[src/rtl/muldiv_pkg.sv]
// Shared definitions for the RV32M multiply/divide unit: operation codes
// (also used by the ALU decoder), FSM state encoding and small decode helpers.
package muldiv_pkg;

    localparam logic [4:0] SEL_MUL    = 5'b01000;
    localparam logic [4:0] SEL_MULH   = 5'b01001;
    localparam logic [4:0] SEL_MULHU  = 5'b01010;
    localparam logic [4:0] SEL_MULHSU = 5'b01011;
    localparam logic [4:0] SEL_DIV    = 5'b01100;
    localparam logic [4:0] SEL_DIVU   = 5'b01101;
    localparam logic [4:0] SEL_REM    = 5'b01110;
    localparam logic [4:0] SEL_REMU   = 5'b01111;

    typedef enum logic [1:0] {
        ST_IDLE = 2'd0,
        ST_CALC = 2'd1,
        ST_DONE = 2'd2
    } state_t;

    // True for the four divide/remainder codes (01100..01111).
    function automatic logic is_div_op(input logic [4:0] sel);
        return (sel[4:2] == 3'b011);
    endfunction

endpackage

[src/rtl/muldiv_step.sv]
// One iteration of the iterative datapath. The 2*WIDTH product register holds
// {accumulator/remainder, multiplier/dividend}.
//   multiply: add the multiplicand to the upper half when the current LSB of
//             the multiplier is set, then shift the whole register right.
//   divide:   shift the register left by one, try to subtract the divisor from
//             the upper part, and shift the resulting quotient bit into bit 0.
module muldiv_step #(
    parameter int WIDTH = 32
) (
    input  logic                 is_div,
    input  logic [WIDTH-1:0]     operand,
    input  logic [2*WIDTH-1:0]   prod_in,
    output logic [2*WIDTH-1:0]   prod_out
);

    logic [WIDTH:0]   add_sum;
    logic [WIDTH:0]   rem_shift;
    logic [WIDTH-1:0] rem_sub;
    logic             q_bit;

    // Single shift-add or restore step, selected by operation class.
    always_comb begin
        add_sum   = {1'b0, prod_in[2*WIDTH-1:WIDTH]} + {1'b0, operand};
        // Partial remainder after shifting in the next dividend bit; needs one
        // extra bit because it can momentarily reach twice the divisor.
        rem_shift = prod_in[2*WIDTH-1:WIDTH-1];
        q_bit     = (rem_shift >= {1'b0, operand});
        // Only the low WIDTH bits survive when the subtraction is taken.
        rem_sub   = rem_shift[WIDTH-1:0] - operand;
        prod_out  = prod_in;
        if (is_div) begin
            prod_out = {(q_bit ? rem_sub : rem_shift[WIDTH-1:0]),
                        prod_in[WIDTH-2:0], q_bit};
        end else if (prod_in[0]) begin
            prod_out = {add_sum, prod_in[WIDTH-1:1]};
        end else begin
            prod_out = {1'b0, prod_in[2*WIDTH-1:1]};
        end
    end

endmodule

[src/rtl/muldiv_unit.sv]
// Iterative RV32M multiply/divide unit for the EX stage. Operands are reduced
// to magnitudes at acceptance, 32 unsigned iterations run in CALC, and the
// sign is restored on the edge that enters DONE. Divide-by-zero, signed
// overflow and unknown opcodes are resolved at acceptance and bypass CALC.
module muldiv_unit
    import muldiv_pkg::*;
#(
    parameter int WIDTH = 32,
    parameter int CNT_W = 5
) (
    input  logic             CLK,
    input  logic             RESET_N,
    input  logic             START,
    input  logic             FLUSH,
    input  logic [4:0]       SELECT,
    input  logic [WIDTH-1:0] DATA1,
    input  logic [WIDTH-1:0] DATA2,
    output logic [WIDTH-1:0] RESULT,
    output logic             BUSY,
    output logic             DONE
);

    localparam int               PW       = 2 * WIDTH;
    localparam logic [CNT_W-1:0] CNT_LAST = CNT_W'(WIDTH - 1);
    localparam logic [WIDTH-1:0] MIN_NEG  = {1'b1, {(WIDTH-1){1'b0}}};
    localparam logic [WIDTH-1:0] ALL_ONES = '1;

    state_t           state_reg, state_next;
    logic [CNT_W-1:0] cnt_reg;
    logic [4:0]       op_reg;
    logic             neg_reg;
    logic [WIDTH-1:0] opnd_reg;
    logic [PW-1:0]    prod_reg;
    logic [WIDTH-1:0] result_reg;

    logic             sign1, sign2;
    logic [WIDTH-1:0] abs1, abs2;
    logic [WIDTH-1:0] acc_opnd, acc_lo;
    logic             acc_neg;
    logic             acc_special;
    logic [WIDTH-1:0] acc_special_result;

    logic             accept;
    logic             finish;
    logic [PW-1:0]    step_prod;
    logic [PW-1:0]    mul_full;
    logic [WIDTH-1:0] div_q, div_r;
    logic [WIDTH-1:0] fin_result;

    // Decode a request: pick operand magnitudes, result sign and special cases.
    always_comb begin
        sign1              = DATA1[WIDTH-1];
        sign2              = DATA2[WIDTH-1];
        abs1               = sign1 ? -DATA1 : DATA1;
        abs2               = sign2 ? -DATA2 : DATA2;
        acc_opnd           = DATA1;
        acc_lo             = DATA2;
        acc_neg            = 1'b0;
        acc_special        = 1'b0;
        acc_special_result = '0;
        case (SELECT)
            SEL_MUL, SEL_MULHU: begin
                acc_opnd = DATA1;
                acc_lo   = DATA2;
            end
            SEL_MULH: begin
                acc_opnd = abs1;
                acc_lo   = abs2;
                acc_neg  = sign1 ^ sign2;
            end
            SEL_MULHSU: begin
                acc_opnd = abs1;
                acc_lo   = DATA2;
                acc_neg  = sign1;
            end
            SEL_DIV: begin
                acc_opnd = abs2;
                acc_lo   = abs1;
                acc_neg  = sign1 ^ sign2;
                if (DATA2 == '0) begin
                    acc_special        = 1'b1;
                    acc_special_result = ALL_ONES;
                end else if ((DATA1 == MIN_NEG) && (DATA2 == ALL_ONES)) begin
                    acc_special        = 1'b1;
                    acc_special_result = MIN_NEG;
                end
            end
            SEL_DIVU: begin
                acc_opnd = DATA2;
                acc_lo   = DATA1;
                if (DATA2 == '0) begin
                    acc_special        = 1'b1;
                    acc_special_result = ALL_ONES;
                end
            end
            SEL_REM: begin
                acc_opnd = abs2;
                acc_lo   = abs1;
                acc_neg  = sign1;
                if (DATA2 == '0) begin
                    acc_special        = 1'b1;
                    acc_special_result = DATA1;
                end else if ((DATA1 == MIN_NEG) && (DATA2 == ALL_ONES)) begin
                    acc_special        = 1'b1;
                    acc_special_result = '0;
                end
            end
            SEL_REMU: begin
                acc_opnd = DATA2;
                acc_lo   = DATA1;
                if (DATA2 == '0) begin
                    acc_special        = 1'b1;
                    acc_special_result = DATA1;
                end
            end
            default: begin
                acc_special        = 1'b1;
                acc_special_result = '0;
            end
        endcase
    end

    muldiv_step #(
        .WIDTH    (WIDTH)
    ) u_step (
        .is_div   (is_div_op(op_reg)),
        .operand  (opnd_reg),
        .prod_in  (prod_reg),
        .prod_out (step_prod)
    );

    // Sign fix-up and result selection applied to the output of the last step.
    always_comb begin
        mul_full   = neg_reg ? -step_prod : step_prod;
        div_q      = step_prod[WIDTH-1:0];
        div_r      = step_prod[PW-1:WIDTH];
        fin_result = '0;
        case (op_reg)
            SEL_MUL:                       fin_result = mul_full[WIDTH-1:0];
            SEL_MULH, SEL_MULHU, SEL_MULHSU: fin_result = mul_full[PW-1:WIDTH];
            SEL_DIV, SEL_DIVU:             fin_result = neg_reg ? -div_q : div_q;
            SEL_REM, SEL_REMU:             fin_result = neg_reg ? -div_r : div_r;
            default:                       fin_result = '0;
        endcase
    end

    // Next-state logic; FLUSH wins over START and aborts any calculation.
    always_comb begin
        state_next = state_reg;
        accept     = 1'b0;
        finish     = 1'b0;
        case (state_reg)
            ST_IDLE: begin
                if (!FLUSH && START) begin
                    accept     = 1'b1;
                    state_next = acc_special ? ST_DONE : ST_CALC;
                end
            end
            ST_CALC: begin
                if (FLUSH) begin
                    state_next = ST_IDLE;
                end else if (cnt_reg == CNT_LAST) begin
                    finish     = 1'b1;
                    state_next = ST_DONE;
                end
            end
            ST_DONE: begin
                if (FLUSH) begin
                    state_next = ST_IDLE;
                end else if (START) begin
                    accept     = 1'b1;
                    state_next = acc_special ? ST_DONE : ST_CALC;
                end else begin
                    state_next = ST_IDLE;
                end
            end
            default: state_next = ST_IDLE;
        endcase
    end

    // State register.
    always_ff @(posedge CLK or negedge RESET_N) begin
        if (!RESET_N) begin
            state_reg <= ST_IDLE;
        end else begin
            state_reg <= state_next;
        end
    end

    // Datapath: load on acceptance, iterate in CALC, capture result into DONE.
    always_ff @(posedge CLK or negedge RESET_N) begin
        if (!RESET_N) begin
            cnt_reg    <= '0;
            op_reg     <= '0;
            neg_reg    <= 1'b0;
            opnd_reg   <= '0;
            prod_reg   <= '0;
            result_reg <= '0;
        end else if (accept) begin
            op_reg   <= SELECT;
            neg_reg  <= acc_neg;
            opnd_reg <= acc_opnd;
            prod_reg <= {{WIDTH{1'b0}}, acc_lo};
            cnt_reg  <= '0;
            if (acc_special) begin
                result_reg <= acc_special_result;
            end
        end else if ((state_reg == ST_CALC) && !FLUSH) begin
            prod_reg <= step_prod;
            cnt_reg  <= cnt_reg + CNT_W'(1);
            if (finish) begin
                result_reg <= fin_result;
            end
        end
    end

    assign RESULT = result_reg;
    assign BUSY   = (state_reg == ST_CALC);
    assign DONE   = (state_reg == ST_DONE);

endmodule
[config.mk]
export PLATFORM = sky130hd
export DESIGN_NAME = muldiv_unit
export DESIGN_NICKNAME = d
export VERILOG_FILES = /design/src/rtl/muldiv_pkg.sv /design/src/rtl/muldiv_step.sv /design/src/rtl/muldiv_unit.sv
export SDC_FILE = /design/constraint.sdc
export NUM_CORES = 1
export LEC_CHECK = 0
export ABC_AREA = 1
export CORE_ASPECT_RATIO = 1.25
export CORE_MARGIN = 10
export CORE_UTILIZATION = 40
export CTS_CLUSTER_DIAMETER = 200
export CTS_CLUSTER_SIZE = 24
export DETAILED_ROUTE_END_ITERATION = 16
export GPL_TIMING_DRIVEN = 1
export PLACE_DENSITY = 0.64
export SLEW_MARGIN = 20
export SYNTH_ARGS = -nofsm -noshare
export SYNTH_HDL_FRONTEND = slang
export SYNTH_SLANG_ARGS = --single-unit
[constraint.sdc]
create_clock -name CLK -period 3.65 [get_ports CLK]
set_input_delay 0.73 -clock CLK [delete_from_list [all_inputs] [get_ports CLK]]
set_output_delay 0.73 -clock CLK [all_outputs]
set_load 0.02 [all_outputs]
---- Word-level counts from Yosys, hierarchy flattened ----
Cells that the tools add are included.
word-level totals
  flip-flop bits (word level) ............. 141
  input bits .............................. 73
  output and inout port bits .............. 34
  logic and storage cells ................. 105
cells by class
  add/subtract/negate cells ............... 8
  order comparisons ....................... 1
  eq/ne operators ......................... 25
  multiplexer cells ....................... 43
  bitwise operators ....................... 1
  reductions and logical operators ........ 20
operators with widths
  operator                                              count
  two-way mux 32 bit                                    13
  two-way mux 64 bit                                    5
  one-hot mux 32 bit (3 select lines)                   3
  negator 32 bit                                        4
  one-hot mux 32 bit (4 select lines)                   1
  equality test 5 x 4 -> 1 bit (second input constant)  16
  equality test 32 bit (second input constant)          2
  negator 64 bit                                        1
  adder 32 x 32 -> 33 bit                               1
  greater-or-equal comparator 33 x 32 -> 1 bit          1
  logical NOT 32 bit                                    1
  subtractor 32 bit                                     1
  OR reduction 2 bit                                    8
  two-way mux 2 bit                                     6
  two-way mux 5 bit                                     2
  two-way mux 1 bit                                     9
  one-hot mux 2 bit (3 select lines)                    1
  adder 5 x 1 -> 5 bit (second input constant)          1
  equality test 5 bit (second input constant)           1
  inequality test 2 bit (second input constant)         2
  one-hot mux 1 bit (2 select lines)                    2
  nonzero test 2 bit                                    2
  OR reduction 4 bit                                    1
  equality test 3 x 2 -> 1 bit (second input constant)  1
  other kinds (11)                                      13

---- Logic depth before layout (Yosys ltp) ----
Gate-level depths: netlist of the first run.
  depth after elaboration ................. 9
  mapped depth ............................ 30
  mapped depth without buffers ............ 29

---- By module ----
From an unflattened synthesis of the first run, not the netlist that was laid out.
second synthesis, totals
  cell total of the unflattened synthesis .. 3591
  area, all modules ....................... 19399.9 µm²
by module, submodules not included
  module       times used  cells each  area each (µm²)  seq. area each (µm²)
  muldiv_unit  1           2260        13140.1          3528.4
  muldiv_step  1           1331        6259.8           0.0

---- Worst setup path after synthesis of the first run ----
Ideal clock, no wire load.
  path kind ............................... flip-flop to flip-flop
  start ................................... register opnd_reg[26]
  end ..................................... register result_reg[18], in the netlist RESULT[18]
  library setup time ...................... 0.077 ns
  arrival ................................. 3.281 ns
  required time ........................... 3.573 ns
  path slack .............................. 0.291 ns
  stages on the path, launching flop included .. 27
  path buffers ............................ 0
  clock period less this slack ............ 3.359 ns
  cell sequence ........................... dfrtp_1 inv_1 ha_1 nand2_1 nand2_1 nand2_1 nand2_1 a21oi_1 nand2_2 nor2_4 nand2_8 o21ai_4 ha_1 nand3_2 nor2_2 nand2_2 inv_2 nand3_1 nor3_2 nand2_1 o21ai_2 nand2_1 a21oi_1 o21ai_1 nand3_1 nand2_1 a21oi_1
between the ends
  longest elaborated chain between the ends .. 9
  elaborated cells between the ends (all ways) .. 13
  those cells by class .................... 3 x add/sub; 1 x order compare; 9 x mux
ends and longest elaborated chain
  what                                                      line                                    RTL
  start: declaration                                        muldiv_unit.sv:32                       logic [WIDTH-1:0] opnd_reg;
  start signal: assignment                                  muldiv_unit.sv:202                      opnd_reg <= acc_opnd;
  greater-or-equal comparator 33 x 32 -> 1 bit *            muldiv_step.sv:27                       q_bit = (rem_shift >= {1'b0, operand});
  two-way mux 32 bit                                        muldiv_step.sv:32                       prod_out = {(q_bit ? rem_sub : rem_shift[WIDTH-1:0]),
  two-way mux 64 bit *                                      muldiv_step.sv:31                       if (is_div) begin
  negator 64 bit or negator 32 bit (tied branches)          muldiv_unit.sv:134, muldiv_unit.sv:142
  two-way mux 64 bit or two-way mux 32 bit (tied branches)  muldiv_unit.sv:134, muldiv_unit.sv:142
  one-hot mux 32 bit (4 select lines) *                     muldiv_unit.sv:138                      case (op_reg)
  two-way mux 32 bit *                                      muldiv_unit.sv:211                      if (finish) begin
  two-way mux 32 bit *                                      muldiv_unit.sv:208                      end else if ((state_reg == ST_CALC) && !FLUSH) begin
  two-way mux 32 bit *                                      muldiv_unit.sv:199                      end else if (accept) begin
  end signal: assignment                                    muldiv_unit.sv:206                      result_reg <= acc_special_result;
  end signal: assignment                                    muldiv_unit.sv:212                      result_reg <= fin_result;
  end: declaration                                          muldiv_unit.sv:34                       logic [WIDTH-1:0] result_reg;
Mark *: on every way between the ends. The rest lies on a longest branch, timed or not. The select of a mux whose other input is x is not followed.
A chain may end at the register's enable or synchronous reset.

---- Worst setup path in the final report of the first run ----
  start ................................... register opnd_reg[22]
  end ..................................... register result_reg[18], in the netlist RESULT[18]
Same word-level chain as after synthesis.

==> reports/metrics.cfg, run 1 <==
[yosys]
netlist.area_leader.share = 0.192
syn_area_per_cell_um2 = 5.76
synth.net_count = 3336
ys_types = 58
synth_compound_area_frac = 0.198
synth-edff-count = 0
async_flop_share = 1.00
synth_most_common_cell = nand2_1
yosys.area_share.adder = 0.0505
ys_seq_elements = 141
seq_area_frac_synth = 0.192
synth_xor_area_frac = 0.0467
synth_top_family_by_area = simple AND/OR/NAND/NOR gates
yosys_warnings = 0
ys_top_cells_by_area = dfrtp_1 19%, nand2_1 19%, inv_1 9.5%, nand3_1 6.7%, nor2_1 5.9%
yosysTopAreaCell = dfrtp_1
synthFlopType = dfrtp_1
yosys.area_share.simple = 0.382
synthCells = 3190
synth_common_cells = 927 x nand2_1, 463 x inv_1, 290 x nor2_1, 247 x nand3_1, 201 x o21ai_0
synth.area.mux_share = 0
netlist_area_um2 = 18400

[power_and_ir_drop]
powerDensity_nw_per_um2 = 430
p_leak_uw = 0.0131
ir_worst_vdd_mv = 0.413

[routing]
firstDrtPassIters = 7
drt_iter0_drc = 2473
ant_nets = 0
wl_per_cell_um = 21.5
drt-total-wl_um = 93900
drc = 0
vias_per_cell = 5.58
vias = 24368

[layout]
area_growth_pct = 42.3
fin_area_um2 = 26200
layout-drive-gt1-share = 0.265
fin_util = 0.578
fin_nets = 3921
largest_register_ffs = 64

[timing]
fin_tns_setup_ns = -0.0643
tightest_slew_ns = 0.842
fin_skew_ns = 0.0174
final-setup-viol-count = 3
hold_violations = 0
period_needed_ns = 3.69
slew_violations = 0
relSlewSlack = 0.439
setup_ws_ns = -0.0417
rsz0062_at_grt = yes
max_freq_mhz = 271
min_period_over_period = 1.01
whs_ns = 0.231

[placement]
port_buffers = 106
place_area_um2 = 23800
place_congestion = 1.06
hpwl_um = 75800

[worst_hold_path]
hp-class = in2async

[global_routing]
grt_max_degree = 65
grt_pass1_wl_um = 139000
antenna_found_initial = 5
track_usage = 0.332
grt_overflow = 0
first_global_vias = 23587

[die]
io_pins = 107
die_y_um = 260
start_util = 0.406
fp.dieW_um = 212
die-area_um2 = 55000
rows = 87
coreArea_um2 = 45300

[setup_path]
path_max_fanout = 7
end_kind = flip-flop
crit_arrival_ns = 4.06
crit_path_start_kind = flip-flop
worstReg2RegStart = opnd_reg[22]
r2r_slack_ns = -0.04
worstRegToRegCells = 28
r2r_end = RESULT[18]
critical_path.max_stage_delay_ns = 0.39
required_ns = 4.02
crit_path_top_delay_cell = dfrtp_1
crit_type = reg2reg

[clock_tree]
cts_sinks = 141
clk_pin_slew_ns = 0.07
htreeDepth = 4
cts_hold_buf = 0
worstSkewPairLatency_ns = 0.49
cts_root_buf = clkbuf_16
cts_made_buffers = 17
cts_max_path_buffers = 2
cts_tree = yes

[outcome]
status = finished, violations left
failed_checks = negative setup slack

[run]
cap_violations = 0

==> worst max-delay path by stage <==
stage / start / end / cells after the start
2_1_floorplan: opnd_reg[26] / RESULT[18] / 26
3_3_place_gp: opnd_reg[28] / RESULT[16] / 23
3_5_place_dp: DATA1[0] / RESULT[1] / 19
4_1_cts: opnd_reg[26] / RESULT[18] / 27
5_1_grt: opnd_reg[16] / RESULT[18] / 26
6_report: opnd_reg[22] / RESULT[18] / 28
==> layout make-up <==
| class | count | area (um^2) |
|---|---|---|
| Fill cell | 4561 | 19100 |
| Multi-Input combinational cell | 2444 | 13900 |
| Antenna cell | 1 | 2.50 |
| Inverter | 480 | 1810 |
| Clock buffer | 19 | 453 |
| Sequential cell | 141 | 3530 |
| Tap cell | 578 | 723 |
| Clock inverter | 13 | 118 |
| Timing Repair Buffer | 691 | 5670 |
==> metrics by stage <==
step                power [uW]  worst slack, ns  instances
detailed placement        8450           -0.359       4289
floorplan                 5280            0.291       3190
CTS                      10500          -0.0183       4333
finish                   11200          -0.0417       4367
global placement          8460           -0.325       4289
global route             11900           -0.161       4366
==> layout by cell type (no fill, tap or decap), types with 48 or more instances in the layout <==
cell	instances
inv_1	436
xor2_1	85
nor2_1	251
a21oi_1	165
nand2_1	838
dfrtp_1	138
nand2_2	104
buf_4	559
nand3_1	211
o22ai_1	48
o21ai_0	187
clkdlybuf4s50_1	105
==> per-layer routing <==
metal  global-route usage  vias up  wire, um
met3               0.0589      401      6330
met5                    0        -        28
met1                0.346    11246     33400
met2                0.579     1149     45300
li1                     -    11568         -
met4                0.264        4      8850
==> timing repair <==
| action | 4_1_cts | 5_1_grt |
|---|---|---|
| pin swaps | 17 | 73 |
| gates resized for setup | 84 | 274 |
| setup buffers | 12 | 34 |
| setup endpoints to repair | 30 | 41 |
| cloned | 0 | 0 |
==> worst max-delay path, delay by kind of cell, from the launching register on <==
kind	cells	cell delay, ns
and+or+nand+nor	15	1.54
buffers and inverters	7	0.88
AOI/OAI and AO/OA	4	0.40
DFF	1	0.39
adders and majority gates	2	0.38
==> cells by family (layout without fill, tap and decap cells) <==
kind of cell               after synthesis  after routing
AOI/OAI and AO/OA                      625            625
and+or+nand+nor                       1648           1648
xor gates and xnor gates                98             98
other                                    0              1
buffers and inverters                  605           1203
DFF                                    141            141
adders and majority gates               73             73
==> where the power goes <==
group | leakage (uW) | switching, uW | internal [uW]
logic | 0.0111 | 4350 | 3080
registers | 0.00175 | 208 | 1800
clock network | 0.000285 | 871 | 933
total | 0.0131 | 5430 | 5820
Power figures use the tool's default switching activity.
==> run 2: changes to the inputs <==
- DONT_BUFFER_PORTS: not set -> 1
- PLACE_DENSITY: 0.64 -> 0.61
==> reports/metrics.cfg, run 2 (synthesis gave the netlist of run 1 again) <==
[die]
fp.dieW_um = 212
die_y_um = 260
die-area_um2 = 55000
rows = 87
start_util = 0.406
io_pins = 107
coreArea_um2 = 45300

[setup_path]
critical_path.max_stage_delay_ns = 0.46
crit_path_start_kind = flip-flop
crit_buf_inv = 3
end_kind = flip-flop
required_ns = 4.00
crit_path_top_delay_cell = dfrtp_1
crit_type = reg2reg
path_max_fanout = 6
crit_family = simple AND/OR/NAND/NOR gates
crit_arrival_ns = 4.04

[timing]
relSlewSlack = 0.424
slew_violations = 0
final-setup-viol-count = 6
whs_ns = 0.114
period_needed_ns = 3.70
fin_skew_ns = 0.0169
rsz0062_at_grt = yes
hold_violations = 0
max_freq_mhz = 271
min_period_over_period = 1.01
setup_ws_ns = -0.0465
tightest_slew_ns = 0.855
fin_tns_setup_ns = -0.105

[placement]
hpwl_um = 81200
port_buffers = 0
place_area_um2 = 22400
place_congestion = 1.07
place_inst = 4147

[routing]
vias = 24235
drt_iter0_drc = 2465
ant_nets = 0
firstDrtPassIters = 6
wl_per_cell_um = 24.0
drt-total-wl_um = 102000
drc = 0
vias_per_cell = 5.71

[clock_tree]
htreeDepth = 4
cts_root_buf = clkbuf_16
cts_made_buffers = 17
cts_tree = yes
cts_sinks = 141
clk_pin_slew_ns = 0.08
cts_max_path_buffers = 2
worstSkewPairLatency_ns = 0.46

[layout]
n_fill_cell = 4636
antennaDiodeCount = 0
final_common_cell = nand2_1
fin_area_um2 = 25100
layout_common_cells = 841 x nand2_1, 547 x buf_4, 425 x inv_1
largest_register_ffs = 64
fin_cells = 4241
fin_nets = 3796
area_growth_pct = 36.4
layout-drive-gt1-share = 0.275

[power_and_ir_drop]
ir_worst_vdd_mv = 0.315
p_leak_uw = 0.0126
powerDensity_nw_per_um2 = 460
total_power_uw = 11500

[global_routing]
antenna_found_initial = 4
first_global_vias = 23292
grt_overflow = 0
track_usage = 0.357
grt_max_degree = 142
grt_pass1_wl_um = 147000

[outcome]
failed_checks = negative setup slack
status = finished, violations left

[run]
cap_violations = 0

[worst_hold_path]
hp-class = in2async

-- run 2: changes by cell type in the layout (fill, tap and decap cells not counted), moves of 10 or more --
| cell | change |
|---|---|
| clkdlybuf4s50_1 | -105 |
| buf_4 | -12 |
| inv_1 | -11 |
| buf_6 | -10 |
| dfrtp_1 | -10 |
| dfrtp_2 | +10 |
| inv_2 | +10 |
-- run 2: final cells by class --
| class | count | area (um^2) | area share |
|---|---|---|---|
| Clock buffer | 19 | 443 | 0.0177 |
| Clock inverter | 13 | 189 | 0.00753 |
| Multi-Input combinational cell | 2444 | 13900 | 0.555 |
| Sequential cell | 141 | 3540 | 0.141 |
| Tap cell | 578 | 723 | 0.0288 |
| Inverter | 480 | 1810 | 0.0722 |
| Timing Repair Buffer | 566 | 4460 | 0.178 |
-- run 2: timing repair --
item | CTS | global route
buffers inserted | 21 | 40
endpoints found under the setup margin | 29 | 32
gates resized for setup | 129 | 247
pin swaps | 23 | 83
hold endpoints to repair | 141 | 45
-- run 2: per-layer routing --
layer	global-route usage	vias up	wire length [um]
met4	0.267	2	9170
met3	0.0575	342	7030
met1	0.385	11380	36400
met2	0.621	1183	49300
met5	0	-	13
li1	-	11328	-
-- run 2: final timing paths --
kind                               from           end  slack [ns]  cells past startpoint
max                        prod_reg[41]    RESULT[14]       -0.05                     26
min                             RESET_N  opnd_reg[11]        0.11                      1
max reg2reg                prod_reg[41]    RESULT[14]       -0.05                     26
min in group CLK              SELECT[2]     op_reg[2]        0.40                      2
max in group asynchronous       RESET_N  prod_reg[58]        3.05                      1
min reg2reg                  cnt_reg[3]    cnt_reg[3]        0.48                      1
-- run 2: stage by stage --
step / setup slack, ns / util
2_1_floorplan: 0.291 / -
3_3_place_gp: -0.301 / 0.496
3_5_place_dp: -0.325 / 0.496
4_1_cts: -0.0231 / 0.527
5_1_grt: -0.171 / 0.554
6_report: -0.0465 / 0.554
-- run 2: power by group --
| group | total [uW] | switching (uW) | leakage (uW) | internal (uW) |
|---|---|---|---|---|
| registers | 2150 | 350 | 0.00173 | 1800 |
| logic | 7380 | 4330 | 0.0105 | 3050 |
| clock network | 2000 | 834 | 0.000304 | 1170 |
| total | 11500 | 5520 | 0.0126 | 6020 |
-- run 2: worst reg2reg max path: stages, from the launching register on --
cell and delay [ns]:
dfrtp_1 0.46, ha_4 0.27, nand2_1 0.15, nor2_4 0.06
nand2_2 0.10, nor2_4 0.05, nand2_1 0.09, nand2_2 0.07
nor2_4 0.20, nand2_8 0.10, o21ai_4 0.16, ha_4 0.17
nand3_4 0.08, nor2_4 0.17, nand2_4 0.11, inv_4 0.09
nand3_4 0.06, nor3_2 0.20, nand2_2 0.11, buf_6 0.14
o21ai_4 0.23, buf_4 0.16, nand2_1 0.04, nand3_1 0.07
nand3_1 0.10, nand2_1 0.08, a21oi_1 0.06
